--- src/rtl/lbc_arb_pkg.sv ---
// Shared encodings and sizing for the local-bus-controller memory arbiter.
package lbc_arb_pkg;

  localparam int CNT_W       = 4;
  localparam int TIMEOUT_DEF = 15;

  typedef enum logic [1:0] {
    ST_IDLE   = 2'd0,
    ST_GRANT  = 2'd1,
    ST_ACTIVE = 2'd2,
    ST_TERM   = 2'd3
  } state_e;

  typedef enum logic {
    OWN_CPU = 1'b0,
    OWN_BUS = 1'b1
  } owner_e;

endpackage

--- src/rtl/lbc_arb_timer.sv ---
// Loadable down counter; zero_o flags that the count is (or is about to become) zero.
module lbc_arb_timer
  import lbc_arb_pkg::*;
(
  input  logic             clk_i,
  input  logic             rst_ni,
  input  logic             load_i,
  input  logic             dec_i,
  input  logic [CNT_W-1:0] load_val_i,
  output logic             zero_o
);

  logic [CNT_W-1:0] cnt_q, cnt_d;

  always_comb begin
    cnt_d = cnt_q;
    if (load_i) begin
      cnt_d = load_val_i;
    end else if (dec_i && (cnt_q != '0)) begin
      cnt_d = cnt_q - 1'b1;
    end
  end

  // Looks at the next value so a decrement that lands on zero is seen this cycle.
  assign zero_o = (cnt_d == '0);

  always_ff @(posedge clk_i or negedge rst_ni) begin
    if (!rst_ni) begin
      cnt_q <= '0;
    end else begin
      cnt_q <= cnt_d;
    end
  end

endmodule

--- src/rtl/lbc_arbiter.sv ---
// Two-requester (CPU / bus slave) arbiter for the local memory path with a
// ready timeout. Grants, actives and strobes are decoded from registered state.
module lbc_arbiter
  import lbc_arb_pkg::*;
#(
  parameter int TIMEOUT = TIMEOUT_DEF
) (
  input  logic       sysclk,
  input  logic       sys_rst_n,
  input  logic       CREQ_n,
  input  logic       BREQ_n,
  input  logic       WRITE,
  input  logic       RDY_n,
  output logic       CGNT_n,
  output logic       BGNT_n,
  output logic       CGNT50_n,
  output logic       BGNT50_n,
  output logic       CACT_n,
  output logic       BACT_n,
  output logic       TERM_n,
  output logic       MWRITE_n,
  output logic       TOUT,
  output logic [1:0] dbg_state_o
);

  localparam logic [CNT_W-1:0] TMO_LOAD = CNT_W'(TIMEOUT);

  state_e state_q, state_d;
  owner_e owner_q, owner_d;
  owner_e last_q, last_d;
  logic   wr_q, wr_d;
  logic   tout_q, tout_d;
  logic   cgnt50_q, bgnt50_q;
  logic   tmr_load, tmr_dec, tmr_zero;
  logic   busy, active, cpu_own;

  lbc_arb_timer u_timer (
    .clk_i      (sysclk),
    .rst_ni     (sys_rst_n),
    .load_i     (tmr_load),
    .dec_i      (tmr_dec),
    .load_val_i (TMO_LOAD),
    .zero_o     (tmr_zero)
  );

  always_comb begin
    state_d  = state_q;
    owner_d  = owner_q;
    last_d   = last_q;
    wr_d     = wr_q;
    tout_d   = tout_q;
    tmr_load = 1'b0;
    tmr_dec  = 1'b0;
    unique case (state_q)
      ST_IDLE: begin
        tout_d = 1'b0;
        if (!CREQ_n || !BREQ_n) begin
          state_d = ST_GRANT;
          wr_d    = WRITE;
          // Contention goes to whoever did not own the previous cycle.
          if (!CREQ_n && !BREQ_n) begin
            owner_d = (last_q == OWN_CPU) ? OWN_BUS : OWN_CPU;
          end else begin
            owner_d = !CREQ_n ? OWN_CPU : OWN_BUS;
          end
        end
      end
      ST_GRANT: begin
        state_d  = ST_ACTIVE;
        tmr_load = 1'b1;
      end
      ST_ACTIVE: begin
        if (!RDY_n) begin
          state_d = ST_TERM;
        end else begin
          tmr_dec = 1'b1;
          if (tmr_zero) begin
            state_d = ST_TERM;
            tout_d  = 1'b1;
          end
        end
      end
      ST_TERM: begin
        state_d = ST_IDLE;
        last_d  = owner_q;
      end
      default: state_d = ST_IDLE;
    endcase
  end

  always_ff @(posedge sysclk or negedge sys_rst_n) begin
    if (!sys_rst_n) begin
      state_q  <= ST_IDLE;
      owner_q  <= OWN_CPU;
      last_q   <= OWN_BUS;
      wr_q     <= 1'b0;
      tout_q   <= 1'b0;
      cgnt50_q <= 1'b1;
      bgnt50_q <= 1'b1;
    end else begin
      state_q  <= state_d;
      owner_q  <= owner_d;
      last_q   <= last_d;
      wr_q     <= wr_d;
      tout_q   <= tout_d;
      cgnt50_q <= CGNT_n;
      bgnt50_q <= BGNT_n;
    end
  end

  assign busy    = (state_q != ST_IDLE);
  assign active  = (state_q == ST_ACTIVE) || (state_q == ST_TERM);
  assign cpu_own = (owner_q == OWN_CPU);

  assign CGNT_n      = !(busy && cpu_own);
  assign BGNT_n      = !(busy && !cpu_own);
  assign CACT_n      = !(active && cpu_own);
  assign BACT_n      = !(active && !cpu_own);
  assign TERM_n      = (state_q != ST_TERM);
  assign MWRITE_n    = busy ? !wr_q : 1'b1;
  assign TOUT        = (state_q == ST_TERM) && tout_q;
  assign CGNT50_n    = cgnt50_q;
  assign BGNT50_n    = bgnt50_q;
  assign dbg_state_o = state_q;

endmodule

--- config.mk ---
export PLATFORM = sky130hd
export DESIGN_NAME = lbc_arbiter
export DESIGN_NICKNAME = d
export VERILOG_FILES = /design/src/rtl/lbc_arb_pkg.sv /design/src/rtl/lbc_arb_timer.sv /design/src/rtl/lbc_arbiter.sv
export SDC_FILE = /design/constraint.sdc
export NUM_CORES = 1
export LEC_CHECK = 0
export BUFFER_PORTS_ARGS = -buffer_cell sky130_fd_sc_hd__buf_2
export CAP_MARGIN = 20
export CELL_PAD_IN_SITES_DETAIL_PLACEMENT = 1
export CELL_PAD_IN_SITES_GLOBAL_PLACEMENT = 1
export CORE_MARGIN = 2
export CORE_UTILIZATION = 38
export DETAILED_ROUTE_END_ITERATION = 12
export PLACE_DENSITY = 0.84
export SLEW_MARGIN = 20
export SYNTH_ARGS = -nofsm -noshare
export SYNTH_HDL_FRONTEND = slang
export SYNTH_HIERARCHICAL = 1
export SYNTH_SLANG_ARGS = --single-unit
--- constraint.sdc ---
create_clock -name sysclk -period 2.6 [get_ports sysclk]
set_input_delay 0.65 -clock sysclk [delete_from_list [all_inputs] [get_ports sysclk]]
set_output_delay 0.65 -clock sysclk [all_outputs]
set_load 0.01 [all_outputs]
Word level (Yosys, flattened, before mapping)
Index checks and enable logic that the tools add are counted.
{"block": "word_totals", "input_bits": 6, "register_bits": 12, "elab_cells": 58}
{"block": "classes", "n_eq_ne": 8, "n_bitwise": 1, "reduce_logical": 24, "muxes": 16, "n_addsub": 1}
{"cell": "$mux 1", "count": 9}
{"cell": "$mux 4", "count": 2}
{"cell": "$ne 2x2->1 const B", "count": 4}
{"cell": "$pmux 2 s4", "count": 1}
{"cell": "$logic_and 1x1->1", "count": 7}
{"cell": "$logic_not 1->1", "count": 7}
{"cell": "$mux 2", "count": 3}
{"cell": "$eq 2x2->1 const B", "count": 2}
{"cell": "$logic_not 4->1", "count": 1}
{"cell": "$reduce_and 2->1", "count": 2}
{"cell": "$reduce_bool 2->1", "count": 2}
{"cell": "$reduce_bool 4->1", "count": 1}
{"cell": "$sub 4x1->4 const B", "count": 1}
{"cell": "$ne 3x3->1 const B", "count": 1}
{"cell": "$reduce_and 3->1", "count": 1}
{"cell": "$eq 2x1->1 const B", "count": 1}
{"cell": "$logic_not 2->1", "count": 1}
{"cell": "$logic_or 1x1->1", "count": 2}
{"cell": "$pmux 1 s2", "count": 1}
{"cell": "$not 1->1", "count": 1}

Longest topological paths before layout
Gate-level depths: netlist of run 1.
{"block": "depth", "ltp_word": 9, "ltp_mapped": 10}

By module
Netlist of run 1, hierarchy kept.
{"module": "lbc_arbiter", "seq_area_each_um2": 203.9, "cells_each": 38, "n_inst": 1, "area_each_um2": 411.6}
{"module": "lbc_arb_timer", "seq_area_each_um2": 100.1, "cells_each": 28, "n_inst": 1, "area_each_um2": 272.8}

Worst setup path before layout of run 1
No wires, ideal clock.
{"block": "synth_timing", "path_kind": "reg-to-reg", "startpoint": "reg state_q[0] (netlist: dbg_state_o[0])", "endpoint": "reg state_q[1] (netlist: dbg_state_o[1])", "path_buffers": 0, "setup_ns": 0.125, "path_stages_with_launch": 11, "t_arrival_ns": 2.161, "setup_slack_ns": 0.313, "period_less_slack_ns": 2.287, "path_cell_list": "dfrtp_1 -> inv_1 -> ha_1 -> nand2_2 -> inv_1 -> nor4b_2 -> nor3b_1 -> a221o_1 -> nor4_2 -> o22a_2 -> mux2_4"}
{"block": "synth_between", "elab_chain_len": 8}
{"item": "start: declaration", "line": "lbc_arbiter.sv:28", "source": "state_e state_q, state_d;"}
{"item": "start signal: assignment", "line": "lbc_arbiter.sv:101", "source": "state_q <= state_d;"}
{"item": "$eq 2x2->1", "line": "lbc_arbiter.sv:54", "source": "unique case (state_q)"}
{"item": "$mux 1", "line": "lbc_arbiter.sv:54"}
{"item": "named net tmr_dec", "line": "lbc_arbiter.sv:34", "source": "logic tmr_load, tmr_dec, tmr_zero;"}
{"item": "$logic_and 1x1->1", "line": "lbc_arb_timer.sv:19", "source": "end else if (dec_i && (cnt_q != '0)) begin"}
{"item": "$mux 4", "line": "lbc_arb_timer.sv:19"}
{"item": "$mux 4", "line": "lbc_arb_timer.sv:17", "source": "if (load_i) begin"}
{"item": "named net u_timer.cnt_d[3]", "line": "lbc_arb_timer.sv:13", "source": "logic [CNT_W-1:0] cnt_q, cnt_d;"}
{"item": "$logic_not 4->1", "line": "lbc_arb_timer.sv:25", "source": "assign zero_o = (cnt_d == '0);"}
{"item": "named net tmr_zero", "line": "lbc_arbiter.sv:34"}
{"item": "$ne 3x3->1 (no source line)"}
{"item": "$reduce_and 2->1 (no source line)"}
The timed path passes the listed nets, and every way through them passes these cells.
A chain may end at the register's enable or synchronous reset.

Worst setup path in the final report of run 1
{"block": "layout_timing", "startpoint": "reg u_timer.cnt_q[0]", "endpoint": "reg state_q[1] (netlist: dbg_state_o[1])"}
{"block": "layout_between", "elab_chain_len": 7}
{"item": "start: declaration", "line": "lbc_arb_timer.sv:13"}
{"item": "start signal: assignment", "line": "lbc_arb_timer.sv:31", "source": "cnt_q <= cnt_d;"}
{"item": "branches (longest 2 deep; another with $sub 4x1->4)"}
{"item": "$mux 4 *", "line": "lbc_arb_timer.sv:19"}
{"item": "$mux 4 *", "line": "lbc_arb_timer.sv:17"}
{"item": "named net u_timer.cnt_d[0]", "line": "lbc_arb_timer.sv:13"}
{"item": "$logic_not 4->1 *", "line": "lbc_arb_timer.sv:25"}
{"item": "named net tmr_zero", "line": "lbc_arbiter.sv:34"}
{"item": "$ne 3x3->1 (no source line) *"}
{"item": "$reduce_and 2->1 (no source line) *"}
Mark *: on every way through the listed nets, which the timed path passes.

==> results of run 1 <==
## layout make-up
| type | count | share of cell area, % |
|---|---|---|
| sequential | 12 | 35.6 |
| inverter | 7 | 3.07 |
| tap | 25 | 3.66 |
| clock buffer | 4 | 4.25 |
| timing repair buffer | 17 | 10.2 |
| multi-input combinational | 49 | 43.2 |
## placed cells by master (no fill, tap or decap), types with 2 or more instances in the layout
cell	n
a21oi_1	4
inv_1	6
o21ai_0	2
buf_2	16
ha_1	5
clkbuf_4	3
mux2_2	2
dfstp_2	3
conb_1	4
nor3b_1	2
dfrtp_1	9
nor2_1	3
o22a_2	2
nand2_1	8
## registers in the layout (all words and copies together), names as in the netlist
signal         cells
u_timer/cnt_q      4
dbg_state_o        2
BGNT50_n           1
CGNT50_n           1
last_q             1
owner_q            1
tout_q             1
wr_q               1
## cell usage after synthesis (all sizes together), types with 2 or more instances
library cell	count
a21oi	4
dfrtp	9
dfstp	3
ha	5
inv	7
mux2	3
nand2	9
nor2	3
nor3b	2
o21ai	3
o22a	2
## report_power, final
part	switching [mW]	leakage (nW)	internal, mW
clock network	0.0665	0.0210	0.0851
logic	0.334	0.250	0.296
registers	0.0892	0.141	0.295
total	0.489	0.412	0.677
## metrics by stage
stage,setup WS (ns),cell area [um^2],instances
after floorplan,0.313,696,69
after global placement,0.185,810,110
after detailed placement,0.115,810,110
after CTS,0.135,846,114
after global routing,0.00788,855,114
final,0.131,855,114
## cell families (layout without fill, tap and decap cells)
group / count (synthesis) / after routing / synth area share [%]
adders and majority gates: 5 / 5 / 9.14
AOI/OAI and AO/OA: 14 / 14 / 14.6
buffers and inverters: 8 / 28 / 4.57
muxes: 4 / 4 / 6.95
and+or+nand+nor: 22 / 22 / 19.7
other: 1 / 4 / 0.548
DFF: 12 / 12 / 44.4
## final timing paths
check | from | to | slack, ns | cells after the start
min | sys_rst_n | wr_q$_DFFE_PN0P_ | 0.24 | 1
max in group asynchronous | sys_rst_n | CGNT50_n$_DFF_PN1_ | 2.08 | 1
min reg2reg | wr_q$_DFFE_PN0P_ | wr_q$_DFFE_PN0P_ | 0.52 | 1
min in group sysclk | wr_q$_DFFE_PN0P_ | wr_q$_DFFE_PN0P_ | 0.52 | 1
max reg2reg | u_timer/cnt_q[0]$_DFF_PN0_ | dbg_state_o[1]$_DFFE_PN0P_ | 0.13 | 8
max | u_timer/cnt_q[0]$_DFF_PN0_ | dbg_state_o[1]$_DFFE_PN0P_ | 0.13 | 8
## layer usage
metal  up-vias  track usage (%)  routed length [um]
met5         -                0                   0
li1        273                -                   -
met3         2             5.88                  53
met4         0             6.86                  14
met1       268             22.4                 716
met2         7             27.2                 829
## timing repair
item	4_1_cts	5_1_grt
hold buffers	0	0
setup endpoints to repair	0	1
resized for setup	0	2
buffers inserted	0	0
==> impl_results.md, run 1 <==
- Hold crit path type: in -> async
- Final core utilization: ~50%
- Max Cap Viol: 0
- Clock Tree Buf Depth: 2
- Post-DP HPWL: approximately 1.3 mm
- Clock root cell: clkbuf_4
- Clk pin slew, worst setup/hold paths: 0.08 ns
- CP Cell Sequence: inv_1 > ha_1 > or3b_4 > mux2i_1 > o311ai_1 > nor4_2 > o22a_2 > mux2_4
- DR DRC count: 0
- Synth top area cells: dfrtp_1 33%, dfstp_2 12%, ha_1 9.1%, nand2_1 4.4%, inv_1 3.8%
- Row count: 15
- Sequential cell area: between 300 and 400 um^2
- Starting density of the core: between 40% and 50%
- CP Class: reg -> reg
- Setup Skew: roughly 0.0067 ns
- Peak VDD IR: about 0.64 mV
- Synth Area per Inst: approximately 10 um^2
- Slowest stage delay, CP: ~0.44 ns
- N_diodes: 0
- Worst hold slack: roughly 0.24 ns
- PortBufs: 16
- Largest net degree at the start of global routing: 13
- Yosys top cell by area: dfrtp_1
- DR vias/cell: a little under 5
- Area growth, synth to finish: 24.9%
- Ports: 17
- Skew-Pair Late Insertion Delay: ~0.27 ns
- Post-Synthesis Cells: 66
- CP Max Fanout: 4
- WP data arrival: roughly 2.6 ns
- GP Congestion: 0.778
- Starting DRT DRC Count: 1
- Pre-antenna DRT Iters: 2
- Die area: ~2200 um^2
- Pwr dens: 1360 nW/um^2
- Worst path bufs/invs: 1
- CORE AREA: roughly 1700 um^2
- Synth Flop Type: dfrtp_1
- Share of the synthesized area in the top cell type: around a third
- RSZ-0062 raised after global routing: no
- Mapped Area: 684 um^2
- Number of routed nets with antenna violations: 0
- Status: complete, no violations
- Ys Warns: 6
- Number of global-route vias before repair: between 500 and 600
- Final period utilization: 94.9%
- Total grt overflow: 0
- GRT Total Usage: approximately 18%
- CTS tree: done
- First-pass GRT wire length: around 2.5 mm
- CP endpoint kind: flip-flop
- Critical Path Start Type: flip-flop
- Final setup vio count: 0
- CP required: 2.76 ns
- CP max stage cell: dfrtp_1
- Yosys cell types: 30
- H-tree depth: 1
- Post-synthesis sequential area ratio: 44.4%
- Max-slew violation count: 0
- NumNets Final: ~100
- Yosys reg bits: 12
- Pwr Total: between 1 and 1.5 mW
- Minimum clock period: about 2.5 ns
- Die X: around 46 um
- Fill cell count: 200
- Hold Violations, Final: 0
- Via Count: between 500 and 600
- Worst path top cell family by delay: simple AND/OR/NAND/NOR gates
- CTS Buf Count: 3
- Initial antenna violation count: 0
- Leakage power: approximately 0.41 nW
- Layout cells sized above 1: roughly two fifths
- Clock sink total: 12
- Ys async rst share: 100%
- Die H: around 46 um
- WL final: ~1.6 mm
- DR WL/cell: 14.1 um
- Fin Setup TNS: 0 ns
- FMAX: approximately 400 MHz
- EDFF count, synth: 0
- Area of the multi-input gates: 369 um^2
Note: power is estimated with default switching activity, not from simulation.
==> run 2, diff against run 1 <==
--- a/config.mk
+++ b/config.mk
@@ -5,8 +5,7 @@
 export SDC_FILE = /design/constraint.sdc
 export NUM_CORES = 1
 export LEC_CHECK = 0
-export BUFFER_PORTS_ARGS = -buffer_cell sky130_fd_sc_hd__buf_2
-export CAP_MARGIN = 20
+export BUFFER_PORTS_ARGS = -buffer_cell sky130_fd_sc_hd__clkbuf_2
 export CELL_PAD_IN_SITES_DETAIL_PLACEMENT = 1
 export CELL_PAD_IN_SITES_GLOBAL_PLACEMENT = 1
 export CORE_MARGIN = 2
==> constraint.sdc (replaced) <==
create_clock -name sysclk -period 2.3 [get_ports sysclk]
set_input_delay 0.575 -clock sysclk [delete_from_list [all_inputs] [get_ports sysclk]]
set_output_delay 0.575 -clock sysclk [all_outputs]
set_load 0.01 [all_outputs]
==> run 2 against run 1 <==
Effect of this change:
- highest routed layer unchanged
- sequential share of layout area decreased by 4.3 points
- combinational power increased by 51%
- first-iteration DRC count increased to 8.0 times the previous value
- power increased by 32%
- global-route usage increased by 0.72 points
- the run now ends with setup timing left
- clock skew decreased by 0.0038 ns
==> impl_results.md, run 2 (synthesis gave the netlist of run 1 again) <==
- Row count: 15
- Pre-antenna DRT Iters: 4
- CP required: roughly 2.5 ns
- Via Count: a little over 600
- Most common library cell in the layout ignoring fill and taps: clkbuf_2
- Worst path top cell family by delay: simple AND/OR/NAND/NOR gates
- Die H: 46.4 um
- Starting DRT DRC Count: 8
- NumNets Final: roughly 110
- Area growth, synth to finish: 42.0%
- CTS tree: done
- Post-CTS Hold Fix Bufs: 0
- CP Launch Point: u_timer/cnt_q[0]$_DFF_PN0_
- Number of global-route vias before repair: between 500 and 600
- Max-slew violation count: 0
- WL final: 1.94 mm
- Largest net degree at the start of global routing: 13
- CP max stage cell: dfrtp_1
- Hold Violations, Final: 0
- Final period utilization: 101%
- Total grt overflow: 0
- Peak VDD IR: 0.675 mV
- Pwr dens: 1590 nW/um^2
- Starting density of the core: between 40% and 50%
- CP Max Fanout: 3
- Number of routed nets with antenna violations: 0
- DR DRC count: 0
- Clock sink total: 12
- Clock root cell: clkbuf_4
- Layout cells sized above 1: between 50% and 60%
- First-pass GRT wire length: between 2 and 3 mm
- H-tree depth: 1
- Critical Path Start Type: flip-flop
- WP data arrival: 2.50 ns
- PortBufs: 16
- Skew-Pair Late Insertion Delay: roughly 0.28 ns
- CORE AREA: 1710 um^2
- Leakage power: 0.474 nW
- Violated checks: setup timing
- Post-DP HPWL: 1.37 mm
- Clock Tree Buf Depth: 2
- Largest reg by FF count: u_timer/cnt_q
- Die X: between 40 and 50 um
- Max Cap Viol: 0
- Hold crit path type: in -> async
- Setup Skew: approximately 0.0029 ns
- Worst r2r src: u_timer/cnt_q[0]$_DFF_PN0_
- Minimum clock period: roughly 2.3 ns
- Final WS setup: -0.0318 ns
- CTS Buf Count: 3
- Final setup vio count: 1
- DR vias/cell: roughly 4.8
- GP Congestion: 0.825
- Clk pin slew, worst setup/hold paths: approximately 0.08 ns
- Final core utilization: between 50% and 60%
- Largest register FFs: 4
- RSZ-0062 raised after global routing: yes
- FMAX: 429 MHz
- Slowest stage delay, CP: approximately 0.41 ns
- Worst path bufs/invs: 1
- Most frequent cells in the layout: 16 x clkbuf_2, 13 x buf_4, 9 x dfrtp_1, 8 x nand2_1
- Die area: 2160 um^2
- CP Cell Sequence: inv_2 > ha_2 > or3b_4 > mux2i_1 > o311ai_2 > nor4_2 > o22a_2 > mux2_4
- Status: complete, but fails checks
- Initial antenna violation count: 0
- CP endpoint kind: flip-flop
- N_diodes: 0
- Fin Setup TNS: -0.0318 ns
- DR WL/cell: about 15 um
- CP Class: reg -> reg
- Finished Layout Cells: roughly 130
- Dpl cells: approximately 120
- Ports: 17
- GRT Total Usage: around 18%
==> run 2: cell count changes in the layout (fill, tap and decap cells not counted), sizes merged <==
cell / before / now
buf: 17 / 13
clkbuf: 4 / 20
==> run 2: path summary, 6_finish.rpt <==
| check | endpoint | slack [ns] | cells past startpoint |
|---|---|---|---|
| worst max register to register | dbg_state_o[1]$_DFFE_PN0P_ | -0.03 | 8 |
| worst min-delay path | u_timer/cnt_q[0]$_DFF_PN0_ | 0.18 | 1 |
| worst max-delay path | dbg_state_o[1]$_DFFE_PN0P_ | -0.03 | 8 |
| worst min register to register | wr_q$_DFFE_PN0P_ | 0.53 | 1 |
| max in group asynchronous | BGNT50_n$_DFF_PN1_ | 1.83 | 1 |
| min in group sysclk | wr_q$_DFFE_PN0P_ | 0.53 | 2 |
==> run 2: routing by layer <==
metal	wire [um]	part of all wire [%]	global-route usage (%)	up-vias
met3	54	2.8	4.71	2
met4	20	1.0	8.57	0
met2	1040	54	31.4	10
li1	-	-	-	295
met1	817	42	21.0	303
met5	0	0	0	-
==> run 2: power by group <==
part / total [mW] / internal [mW] / switching [mW]
Combinational: 0.950 / 0.484 / 0.466
Sequential: 0.419 / 0.334 / 0.0853
Clock: 0.175 / 0.0964 / 0.0787
==> run 2: what timing repair did <==
action	CTS	global route
endpoints found under the hold margin	0	0
resized for setup	2	8
setup buffers	0	6
pin swaps	0	3
setup endpoints to repair	1	1
==> run 2: cell type report <==
class	instances	area, um^2
Clock buffer	4	36.3
Inverter	7	28.8
Sequential cell	12	304
Timing Repair Buffer	29	178
Fill cell	207	736
Tap cell	25	31.3
Multi-Input combinational cell	49	394
==> run 2: stage by stage <==
stage / hold WS [ns] / setup slack, ns / instance area [um^2] / power (mW)
3_3_place_gp: 0.474 / 0.0110 / 855 / 1.17
2_1_floorplan: 0.279 / 0.0134 / 696 / 0.898
6_report: 0.176 / -0.0318 / 972 / 1.54
3_5_place_dp: 0.486 / -0.0771 / 855 / 1.22
4_1_cts: 0.173 / 0.0158 / 900 / 1.42
5_1_grt: 0.175 / -0.149 / 972 / 1.67
==> run 3, diff against run 2 <==
--- a/config.mk
+++ b/config.mk
@@ -12,6 +12,7 @@
 export CORE_UTILIZATION = 38
 export DETAILED_ROUTE_END_ITERATION = 12
 export PLACE_DENSITY = 0.84
+export SKIP_CTS_REPAIR_TIMING = 1
 export SLEW_MARGIN = 20
 export SYNTH_ARGS = -nofsm -noshare
 export SYNTH_HDL_FRONTEND = slang
==> run 3 against run 2 <==
Effect of this change:
- the run still ends with setup timing left
- cell count unchanged
- utilization unchanged
- wire length grew 0.26%
- clock power about the same
- critical endpoint unchanged
- highest routed layer unchanged
==> impl_results.md, run 3 (synthesis gave the netlist of run 1 again) <==
- Ports: 17
- Worst path top cell family by delay: simple AND/OR/NAND/NOR gates
- N_diodes: 0
- Starting DRT DRC Count: 8
- Via Count: between 600 and 700
- CP Class: reg -> reg
- Finished Layout Cells: 126
- PortBufs: 16
- Die X: around 46 um
- Slowest stage delay, CP: a little over 0.4 ns
- Max Cap Viol: 0
- CP Max Fanout: 3
- Status: complete, but fails checks
- DR DRC count: 0
- Violated checks: setup timing
- Largest register FFs: 4
- CTS Buf Count: 3
- Skew-Pair Late Insertion Delay: about 0.28 ns
- WL final: a little under 2 mm
- WP data arrival: between 2 and 3 ns
- Fill cell count: roughly 200
- RSZ-0062 raised after global routing: yes
- NumNets Final: 113
- Dpl cells: 116
- Most frequent cells in the layout: 16 x clkbuf_2, 13 x buf_4, 9 x dfrtp_1, 8 x nand2_1
- Most common library cell in the layout ignoring fill and taps: clkbuf_2
- GRT Total Usage: between 10% and 20%
- GP Congestion: about 0.82
- Sequential cell area: 304 um^2
- Worst r2r src: u_timer/cnt_q[0]$_DFF_PN0_
- Final period utilization: 102%
- Final setup vio count: 1
- Worst path bufs/invs: 1
- Clock sink total: 12
- Minimum clock period: approximately 2.3 ns
- Fin Setup TNS: -0.0358 ns
- Pwr dens: ~1600 nW/um^2
- Row count: 15
- Starting density of the core: 40.1%
- Critical Path Start Type: flip-flop
- CP Launch Point: u_timer/cnt_q[0]$_DFF_PN0_
- Hold crit path type: in -> async
- CTS tree: done
- CP max stage cell: dfrtp_1
- Clock root cell: clkbuf_4
- Peak VDD IR: between 0.6 and 0.7 mV
- Number of global-route vias before repair: between 500 and 600
- DR vias/cell: 4.78
- Clk pin slew, worst setup/hold paths: roughly 0.08 ns
- CP required: between 2 and 2.5 ns
- Final WS setup: -0.0358 ns
- Area growth, synth to finish: 42.0%
- Largest reg by FF count: u_timer/cnt_q
- CP endpoint kind: flip-flop
- Pre-antenna DRT Iters: 4
- Max-slew violation count: 0
- Post-DP HPWL: between 1 and 1.5 mm
- Number of routed nets with antenna violations: 0
- Pwr Total: 1.55 mW
- Setup Skew: between 0.0015 and 0.002 ns
- Area of the multi-input gates: about 390 um^2
- Clock Tree Buf Depth: 2
- Final core utilization: a little under three fifths
- Leakage power: around 0.47 nW
- DR WL/cell: 15.4 um
- CORE AREA: between 1500 and 2000 um^2
- Worst hold slack: 0.176 ns
- Layout cells sized above 1: between 50% and 60%
- H-tree depth: 1
- Largest net degree at the start of global routing: 13
- Hold Violations, Final: 0
- CP Cell Sequence: inv_2 > ha_2 > or3b_4 > mux2i_1 > o311ai_2 > nor4_2 > o22a_2 > mux2_4
- FMAX: ~430 MHz
- Die H: 46.4 um
- Die area: roughly 2200 um^2
- First-pass GRT wire length: between 2 and 3 mm
- Total grt overflow: 0
- Initial antenna violation count: 0
-- run 3: cell counts in the layout (fill, tap and decap cells not counted) --
Identical to the previous run, type by type.
-- run 3: metal layers --
metal / GRT usage (%) / vias up / wire length, um
li1: - / 295 / -
met1: 20.7 / 295 / 814
met2: 31.4 / 10 / 1050
met3: 4.71 / 2 / 54
met4: 8.57 / 0 / 20
met5: 0 / - / 0
-- run 3: final cells by class --
cell class	instances	area share [%]
inverters	7	2.96
multi-input cells	49	40.5
clock buffers	4	3.73
well taps	25	3.22
flip-flops and latches	12	31.3
repair buffers	29	18.3
-- run 3: through the flow --
step                      worst slack (ns)  cell area [um^2]
after floorplan                     0.0134               696
after global placement              0.0110               855
after detailed placement           -0.0771               855
after CTS                          -0.0741               891
after global routing                -0.146               972
final                              -0.0358               972
-- run 3: power breakdown --
part | total, mW | internal, mW | leakage [nW] | switching [mW]
clock | 0.176 | 0.0964 | 0.0210 | 0.0793
sequential | 0.419 | 0.334 | 0.141 | 0.0853
combinational | 0.955 | 0.484 | 0.312 | 0.471
-- run 3: final timing paths --
| path | cells after the start | slack (ns) | end |
|---|---|---|---|
| max reg2reg | 8 | -0.04 | dbg_state_o[1]$_DFFE_PN0P_ |
| min | 1 | 0.18 | u_timer/cnt_q[0]$_DFF_PN0_ |
| max in group asynchronous | 1 | 1.83 | BGNT50_n$_DFF_PN1_ |
| min reg2reg | 1 | 0.55 | wr_q$_DFFE_PN0P_ |
| min in group sysclk | 2 | 0.54 | wr_q$_DFFE_PN0P_ |
| max | 8 | -0.04 | dbg_state_o[1]$_DFFE_PN0P_ |
